## src/rtl/id_hazard_scoreboard_pkg.sv

```systemverilog
// Shared widths and defaults for the ID-stage hazard scoreboard.
// Imported by the match unit, the interface users and the top.
package id_hazard_scoreboard_pkg;

    localparam int HZ_AW         = 5;
    localparam int HZ_DEPTH      = 3;
    localparam int HZ_LOAD_READY = 2;
    localparam int HZ_SW         = 2;
    localparam int MD_LAT_DEF    = 4;
    localparam int MD_CNT_W      = 4;
    localparam int FWD_SEL_RF    = 0;

    typedef logic [MD_CNT_W-1:0] md_cnt_t;

endpackage

```

## src/rtl/id_hazard_scoreboard_if.sv

```systemverilog
// ID-stage <-> scoreboard bundle: decoded fields in, stall/select out.
// master = decode stage, slave = scoreboard.
interface id_hazard_scoreboard_if #(
    parameter int AW = 5,
    parameter int SW = 2
);
    logic          pipe_adv_i;
    logic          flush_i;
    logic          id_valid_i;
    logic          rs_ren_i;
    logic          rt_ren_i;
    logic [AW-1:0] rs_i;
    logic [AW-1:0] rt_i;
    logic          id_we_i;
    logic [AW-1:0] id_waddr_i;
    logic          id_is_load_i;
    logic          id_is_md_i;
    logic          id_rd_hilo_i;
    logic          stallreq_o;
    logic [SW-1:0] fwd_rs_sel_o;
    logic [SW-1:0] fwd_rt_sel_o;
    logic          hilo_busy_o;

    modport master (
        output pipe_adv_i, flush_i, id_valid_i,
        output rs_ren_i, rt_ren_i, rs_i, rt_i,
        output id_we_i, id_waddr_i, id_is_load_i,
        output id_is_md_i, id_rd_hilo_i,
        input  stallreq_o, fwd_rs_sel_o, fwd_rt_sel_o,
        input  hilo_busy_o
    );

    modport slave (
        input  pipe_adv_i, flush_i, id_valid_i,
        input  rs_ren_i, rt_ren_i, rs_i, rt_i,
        input  id_we_i, id_waddr_i, id_is_load_i,
        input  id_is_md_i, id_rd_hilo_i,
        output stallreq_o, fwd_rs_sel_o, fwd_rt_sel_o,
        output hilo_busy_o
    );

endinterface

```

## src/rtl/id_hazard_scoreboard_src_match.sv

```systemverilog
// Priority scan of the in-flight writer window for one source operand.
// Returns the forwarding stage or flags a load-use hazard.
module id_src_match
    import id_hazard_scoreboard_pkg::*;
#(
    parameter int AW         = HZ_AW,
    parameter int DEPTH      = HZ_DEPTH,
    parameter int LOAD_READY = HZ_LOAD_READY,
    parameter int SW         = HZ_SW
) (
    input  logic             ren,
    input  logic [AW-1:0]    addr,
    input  logic [DEPTH-1:0] rec_v,
    input  logic [DEPTH-1:0] rec_we,
    input  logic [DEPTH-1:0] rec_ld,
    input  logic [AW-1:0]    rec_waddr [DEPTH],
    output logic [SW-1:0]    sel,
    output logic             load_use
);

    logic          hit;
    logic          hit_ld;
    logic [SW-1:0] hit_k;
    logic          active;

    // Oldest to youngest, so the youngest matching writer overwrites.
    always_comb begin
        hit    = 1'b0;
        hit_ld = 1'b0;
        hit_k  = SW'(FWD_SEL_RF);
        for (int k = DEPTH; k >= 1; k--) begin
            if (rec_v[k-1] && rec_we[k-1]
                && rec_waddr[k-1] == addr) begin
                hit    = 1'b1;
                hit_ld = rec_ld[k-1];
                hit_k  = SW'(k);
            end
        end
    end

    always_comb begin
        active   = ren && (addr != '0) && hit;
        load_use = active && hit_ld
                   && (int'(hit_k) < LOAD_READY);
        sel      = (active && !load_use)
                   ? hit_k : SW'(FWD_SEL_RF);
    end

endmodule

```

## src/rtl/id_hazard_scoreboard.sv

```systemverilog
// Decode-stage hazard/forwarding controller over a window of in-flight
// writers, plus a HI/LO busy countdown for mult/div.
module id_hazard_scoreboard
    import id_hazard_scoreboard_pkg::*;
#(
    parameter int AW         = HZ_AW,
    parameter int DEPTH      = HZ_DEPTH,
    parameter int LOAD_READY = HZ_LOAD_READY,
    parameter int MD_LAT     = MD_LAT_DEF,
    parameter int SW         = HZ_SW
) (
    input logic                   clk,
    input logic                   rst,
    id_hazard_scoreboard_if.slave hz
);

    logic [DEPTH-1:0] rec_v;
    logic [DEPTH-1:0] rec_we;
    logic [DEPTH-1:0] rec_ld;
    logic [AW-1:0]    rec_waddr [DEPTH];
    md_cnt_t          md_cnt;

    logic [SW-1:0] rs_sel;
    logic [SW-1:0] rt_sel;
    logic          rs_lu;
    logic          rt_lu;
    logic          busy;
    logic          stall;
    logic          issue;

    id_src_match #(
        .AW(AW), .DEPTH(DEPTH),
        .LOAD_READY(LOAD_READY), .SW(SW)
    ) u_rs (
        .ren(hz.rs_ren_i), .addr(hz.rs_i),
        .rec_v(rec_v), .rec_we(rec_we),
        .rec_ld(rec_ld), .rec_waddr(rec_waddr),
        .sel(rs_sel), .load_use(rs_lu)
    );

    id_src_match #(
        .AW(AW), .DEPTH(DEPTH),
        .LOAD_READY(LOAD_READY), .SW(SW)
    ) u_rt (
        .ren(hz.rt_ren_i), .addr(hz.rt_i),
        .rec_v(rec_v), .rec_we(rec_we),
        .rec_ld(rec_ld), .rec_waddr(rec_waddr),
        .sel(rt_sel), .load_use(rt_lu)
    );

    // Flush overrides any hazard; a killed instruction never stalls.
    always_comb begin
        busy  = (md_cnt != '0);
        stall = hz.id_valid_i && !hz.flush_i
                && (rs_lu || rt_lu
                    || ((hz.id_rd_hilo_i || hz.id_is_md_i) && busy));
        issue = hz.id_valid_i && !stall && !hz.flush_i;
    end

    assign hz.stallreq_o   = stall;
    assign hz.hilo_busy_o  = busy;
    assign hz.fwd_rs_sel_o = hz.id_valid_i ? rs_sel : SW'(FWD_SEL_RF);
    assign hz.fwd_rt_sel_o = hz.id_valid_i ? rt_sel : SW'(FWD_SEL_RF);

    always_ff @(posedge clk) begin
        if (!rst) begin
            rec_v  <= '0;
            rec_we <= '0;
            rec_ld <= '0;
            for (int k = 0; k < DEPTH; k++) begin
                rec_waddr[k] <= '0;
            end
        end else if (hz.pipe_adv_i) begin
            rec_v[0]     <= issue;
            rec_we[0]    <= issue && hz.id_we_i;
            rec_ld[0]    <= issue && hz.id_is_load_i;
            rec_waddr[0] <= issue ? hz.id_waddr_i : '0;
            for (int k = 1; k < DEPTH; k++) begin
                rec_v[k]     <= rec_v[k-1];
                rec_we[k]    <= rec_we[k-1];
                rec_ld[k]    <= rec_ld[k-1];
                rec_waddr[k] <= rec_waddr[k-1];
            end
        end
    end

    // Countdown ignores pipe_adv: the divider keeps running under stall.
    always_ff @(posedge clk) begin
        if (!rst) begin
            md_cnt <= '0;
        end else if (issue && hz.id_is_md_i && hz.pipe_adv_i) begin
            md_cnt <= md_cnt_t'(MD_LAT);
        end else if (md_cnt != '0) begin
            md_cnt <= md_cnt - 1'b1;
        end
    end

endmodule

```

## src/flat_wrapper.sv

```systemverilog
// flat-port wrapper written by rule: the top's interface ports become plain ports
module id_hazard_scoreboard_flat import id_hazard_scoreboard_pkg::*;
#(
    parameter int AW         = HZ_AW,
    parameter int DEPTH      = HZ_DEPTH,
    parameter int LOAD_READY = HZ_LOAD_READY,
    parameter int MD_LAT     = MD_LAT_DEF,
    parameter int SW         = HZ_SW
)
  (clk, rst, hz_pipe_adv_i, hz_flush_i, hz_id_valid_i, hz_rs_ren_i, hz_rt_ren_i, hz_rs_i, hz_rt_i, hz_id_we_i, hz_id_waddr_i, hz_id_is_load_i, hz_id_is_md_i, hz_id_rd_hilo_i, hz_stallreq_o, hz_fwd_rs_sel_o, hz_fwd_rt_sel_o, hz_hilo_busy_o);
  id_hazard_scoreboard_if #(.AW(AW), .SW(SW)) hz_i ();
  input logic clk;
  input logic rst;
  input wire logic [$bits(hz_i.pipe_adv_i)-1:0] hz_pipe_adv_i;
  input wire logic [$bits(hz_i.flush_i)-1:0] hz_flush_i;
  input wire logic [$bits(hz_i.id_valid_i)-1:0] hz_id_valid_i;
  input wire logic [$bits(hz_i.rs_ren_i)-1:0] hz_rs_ren_i;
  input wire logic [$bits(hz_i.rt_ren_i)-1:0] hz_rt_ren_i;
  input wire logic [$bits(hz_i.rs_i)-1:0] hz_rs_i;
  input wire logic [$bits(hz_i.rt_i)-1:0] hz_rt_i;
  input wire logic [$bits(hz_i.id_we_i)-1:0] hz_id_we_i;
  input wire logic [$bits(hz_i.id_waddr_i)-1:0] hz_id_waddr_i;
  input wire logic [$bits(hz_i.id_is_load_i)-1:0] hz_id_is_load_i;
  input wire logic [$bits(hz_i.id_is_md_i)-1:0] hz_id_is_md_i;
  input wire logic [$bits(hz_i.id_rd_hilo_i)-1:0] hz_id_rd_hilo_i;
  output wire logic [$bits(hz_i.stallreq_o)-1:0] hz_stallreq_o;
  output wire logic [$bits(hz_i.fwd_rs_sel_o)-1:0] hz_fwd_rs_sel_o;
  output wire logic [$bits(hz_i.fwd_rt_sel_o)-1:0] hz_fwd_rt_sel_o;
  output wire logic [$bits(hz_i.hilo_busy_o)-1:0] hz_hilo_busy_o;
  assign hz_i.pipe_adv_i = hz_pipe_adv_i;
  assign hz_i.flush_i = hz_flush_i;
  assign hz_i.id_valid_i = hz_id_valid_i;
  assign hz_i.rs_ren_i = hz_rs_ren_i;
  assign hz_i.rt_ren_i = hz_rt_ren_i;
  assign hz_i.rs_i = hz_rs_i;
  assign hz_i.rt_i = hz_rt_i;
  assign hz_i.id_we_i = hz_id_we_i;
  assign hz_i.id_waddr_i = hz_id_waddr_i;
  assign hz_i.id_is_load_i = hz_id_is_load_i;
  assign hz_i.id_is_md_i = hz_id_is_md_i;
  assign hz_i.id_rd_hilo_i = hz_id_rd_hilo_i;
  assign hz_stallreq_o = hz_i.stallreq_o;
  assign hz_fwd_rs_sel_o = hz_i.fwd_rs_sel_o;
  assign hz_fwd_rt_sel_o = hz_i.fwd_rt_sel_o;
  assign hz_hilo_busy_o = hz_i.hilo_busy_o;
  id_hazard_scoreboard #(.AW(AW), .DEPTH(DEPTH), .LOAD_READY(LOAD_READY), .MD_LAT(MD_LAT), .SW(SW)) u_core (.clk(clk), .rst(rst), .hz(hz_i));
endmodule
```

## config.mk

```make
export PLATFORM = sky130hd
export DESIGN_NAME = id_hazard_scoreboard_flat
export DESIGN_NICKNAME = d
export VERILOG_FILES = /design/src/rtl/id_hazard_scoreboard_pkg.sv /design/src/rtl/id_hazard_scoreboard_if.sv /design/src/rtl/id_hazard_scoreboard_src_match.sv /design/src/rtl/id_hazard_scoreboard.sv /design/src/flat_wrapper.sv
export SDC_FILE = /design/constraint.sdc
export NUM_CORES = 1
export LEC_CHECK = 0
export ABC_CLOCK_PERIOD_IN_PS = 1700
export BUFFER_PORTS_ARGS = -buffer_cell sky130_fd_sc_hd__buf_2
export CAP_MARGIN = 5
export CORE_MARGIN = 4
export CORE_UTILIZATION = 48
export DETAILED_ROUTE_END_ITERATION = 8
export GPL_ROUTABILITY_DRIVEN = 0
export PLACE_DENSITY = 0.74
export SYNTH_ARGS = -nofsm -noshare
export SYNTH_HDL_FRONTEND = slang
export SYNTH_SLANG_ARGS = --single-unit
```

## constraint.sdc

```tcl
create_clock -name clk -period 1.7 [get_ports clk]
set_input_delay 0.17 -clock clk [delete_from_list [all_inputs] [get_ports clk]]
set_output_delay 0.17 -clock clk [all_outputs]
set_load 0.005 [all_outputs]
```

==> impl_metrics.yaml <==
run_status:
  status: "finished, violations left"
  violations: "negative setup slack"
global_route:
  use_met2_pct: 36.0
  use_met3_pct: 3.81
  grt_busiest_layer: "met2"
  antenna_found_initial: 0
  grt_pass1_wl_microns: 6530
  gr-usage-met1_pct: 23.8
  grt_remaining_overflow: 0
  grt_pass1_vias: 1409
  track_usage_pct: 19.8
  grt_max_degree: 29
synth:
  yosysSeqAreaShare_pct: 34.0
  ys_warn_count: 0
  synth_edf_count: 0
  synthArstFlopShare_pct: 0
  synth_most_common_cell: "dfxtp_1"
  synth_area_leaders: "dfxtp_1 34%, xnor2_1 11%, mux2i_1 9.8%"
  synth.distinct_cells: 35
  yosys.area.top_type: "dfxtp_1"
  ys_top_cells_by_count: "26 x dfxtp_1, 20 x xnor2_1, 17 x nor2b_1, 15 x mux2i_1, 11 x xor2_1"
  syn_area_per_cell_sq_um: 9.38
  synth.ff_latch_count: 26
  syn-cell-area_sq_um: 1530
  synth_top_area_share_pct: 34.0
  syn-num-nets: 190
  yosys_most_used_dff: "dfxtp_1"
  synthesis.instances: 163
clocking:
  clock_sinks: 26
  ctsHtreeMaxLevel: 1
  cts_buffer_depth: 2
  cts_root_buffer: "clkbuf_4"
  cts_buffers: 3
  clkSlewWorstSetupHoldPaths_ns: 0.15
  cts_tree: "done"
  insertion_delay_ns: 0.32
floorplanning:
  core_sq_um: 3050
  io_pins: 32
  num_rows: 20
  dieArea_sq_um: 4150
  chipHeight_microns: 64.4
  die_x_microns: 64.4
  initial_core_util_pct: 50.1
timing:
  fin_crit_sh_pct: 120
  worst_pin_slew_ns: 0.430
  setup_viol: 16
  period_minus_slack_ns: 2.04
  tns_ns: -4.19
  max_slew_margin_pct: 71.3
  report.final.slew_viol_count: 0
  max_freq_ghz: 0.490
  finalHoldViolations: 0
  finalClockSkew_ns: 0.00488
  rsz0062_at_grt: "yes"
  layout_setup_ws_ns: -0.339
final_layout:
  fin_nets: 248
  drive_above_1_share_pct: 51.4
  antenna_cells: 0
  area_delta_synth_final_pct: 40.6
  utilization_pct: 70.4
  stdcell_count: 264
route:
  vias_per_cell: 5.43
  drc: 0
  routed_wl_microns: 4160
  route.detailed.wl_per_inst_microns: 15.7
  detail-route-antenna-nets: 0
  drt_pass1_iterations: 4
  first_iter_violations: 75
  via_count: 1433
setup_path:
  endpoint_kind: "output pin"
  critPathMaxStageDelay_ns: 0.35
  slowest_stage: "dfxtp_2"
  cp.required_ns: 1.53
  start_kind: "flip-flop"
  critPathKind: "flip-flop to output pin"
  path_buf_inv: 1
  cp_top_family: "simple AND/OR/NAND/NOR gates"
  path_max_fanout: 2
  path_cells: "xor2_1 -> or3_4 -> o32ai_4 -> nor2_2 -> nor3b_2 -> buf_2"
  crit_arrival_ns: 1.87
power:
  switchingPower_mw: 0.571
  switching_share_pct: 30.1
  power.density_nw_per_um2: 881
  share_comb_of_total_power_pct: 39.8
  p_clk_share_pct: 22.8
  internal_power_mw: 1.32
  p_seq_share_pct: 37.4
  p_leak_nw: 0.926
  irDropWorstVdd_mv: 0.554
hold_path:
  hp-class: "input pin to flip-flop"
place:
  portBuffers: 31
  hpwlAfterDp_microns: 3030
  placed_cells: 249
job:
  maxCapViolCount: 0
final cells by class:
| type | instances | area [sq um] |
|---|---|---|
| clock buffer | 3 | 22.5 |
| fill | 235 | 903 |
| inverter | 3 | 11.3 |
| tap | 44 | 55.1 |
| clock inverter | 1 | 30.0 |
| sequential | 26 | 546 |
| timing repair buffer | 62 | 395 |
| multi-input combinational | 125 | 1090 |
cells in the final DEF (no fill, tap or decap), types with 2 or more instances in the layout:
cell,count
xnor2_1,17
nand2_1,7
inv_2,3
a32o_2,7
buf_2,31
dfxtp_4,3
buf_4,29
or3_1,2
nor4_2,2
xor2_2,2
a21oi_2,4
nor2_1,2
o211ai_1,3
or3_4,2
mux2i_1,15
nor3_1,3
buf_6,2
nand3_1,2
xor2_1,9
clkbuf_4,3
dfxtp_2,11
nand4_1,6
xnor2_2,3
dfxtp_1,12
nor2b_1,17
power groups by stage:
| stage | clock network [mW] | registers (mW) | logic, mW |
|---|---|---|---|
| 2_1_floorplan | 0 | 0.706 | 0.317 |
| 3_3_place_gp | 0 | 0.710 | 0.477 |
| 3_5_place_dp | 0 | 0.714 | 0.496 |
| 4_1_cts | 0.439 | 0.705 | 0.570 |
| 5_1_grt | 0.459 | 0.714 | 0.820 |
| 6_report | 0.432 | 0.708 | 0.755 |
sequential cells by signal, summed over array words and instances, names as in the netlist:
| signal | count |
|---|---|
| u_core.md_cnt | 4 |
| u_core.rec_waddr | 15 |
| u_core.rec_v | 3 |
| u_core.rec_ld | 1 |
| u_core.rec_we | 3 |
per-layer routing:
metal  vias to the layer above  share of wire, %
met2                        54                52
li1                        688                 -
met3                         8               5.5
met5                         -                 0
met4                         0               1.1
met1                       683                41
logic make-up (layout without fill, tap and decap cells):
logic type	Yosys count	in the layout	share of synthesized area, %
compound gates	20	20	11.3
xor+xnor	31	31	17.8
fa+ha+maj	1	1	0.818
buf+inv	12	69	3.60
flops	26	26	34.0
mux	15	15	9.82
simple gates	58	58	22.7
what timing repair did:
| item | CTS | global route |
|---|---|---|
| endpoints found under the setup margin | 13 | 17 |
| gates cloned | 1 | 0 |
| buffers inserted | 5 | 5 |
| pin swaps | 22 | 13 |
| resized for setup | 20 | 28 |
| hold buffers | 0 | 0 |
per-stage QoR:
stage	setup WS [ns]	power [mW]	hold WS [ns]	instance area, sq um
global placement	-0.0137	1.19	0.384	1850
finish	-0.339	1.89	0.0470	2150
floorplan	0.0343	1.02	0.257	1530
global route	-0.437	1.99	0.0353	2150
detailed placement	-0.0643	1.21	0.385	1850
CTS	-0.351	1.71	0.0354	2000
path summary, 6_finish.rpt:
check / from / end / slack (ns) / cells past startpoint
setup reg to reg: u_core.rec_waddr[11]$_SDFFE_PN0P_ / u_core.rec_we[0]$_SDFFE_PN0P_ / -0.29 / 8
setup / recovery: u_core.rec_waddr[11]$_SDFFE_PN0P_ / hz_stallreq_o / -0.34 / 6
hold / removal: hz_id_is_md_i / u_core.md_cnt[1]$_SDFFE_PP0P_ / 0.05 / 2
hold reg to reg: u_core.rec_v[2]$_SDFFE_PN0P_ / u_core.rec_v[2]$_SDFFE_PN0P_ / 0.54 / 2
Note: power is estimated with default switching activity, not from simulation.
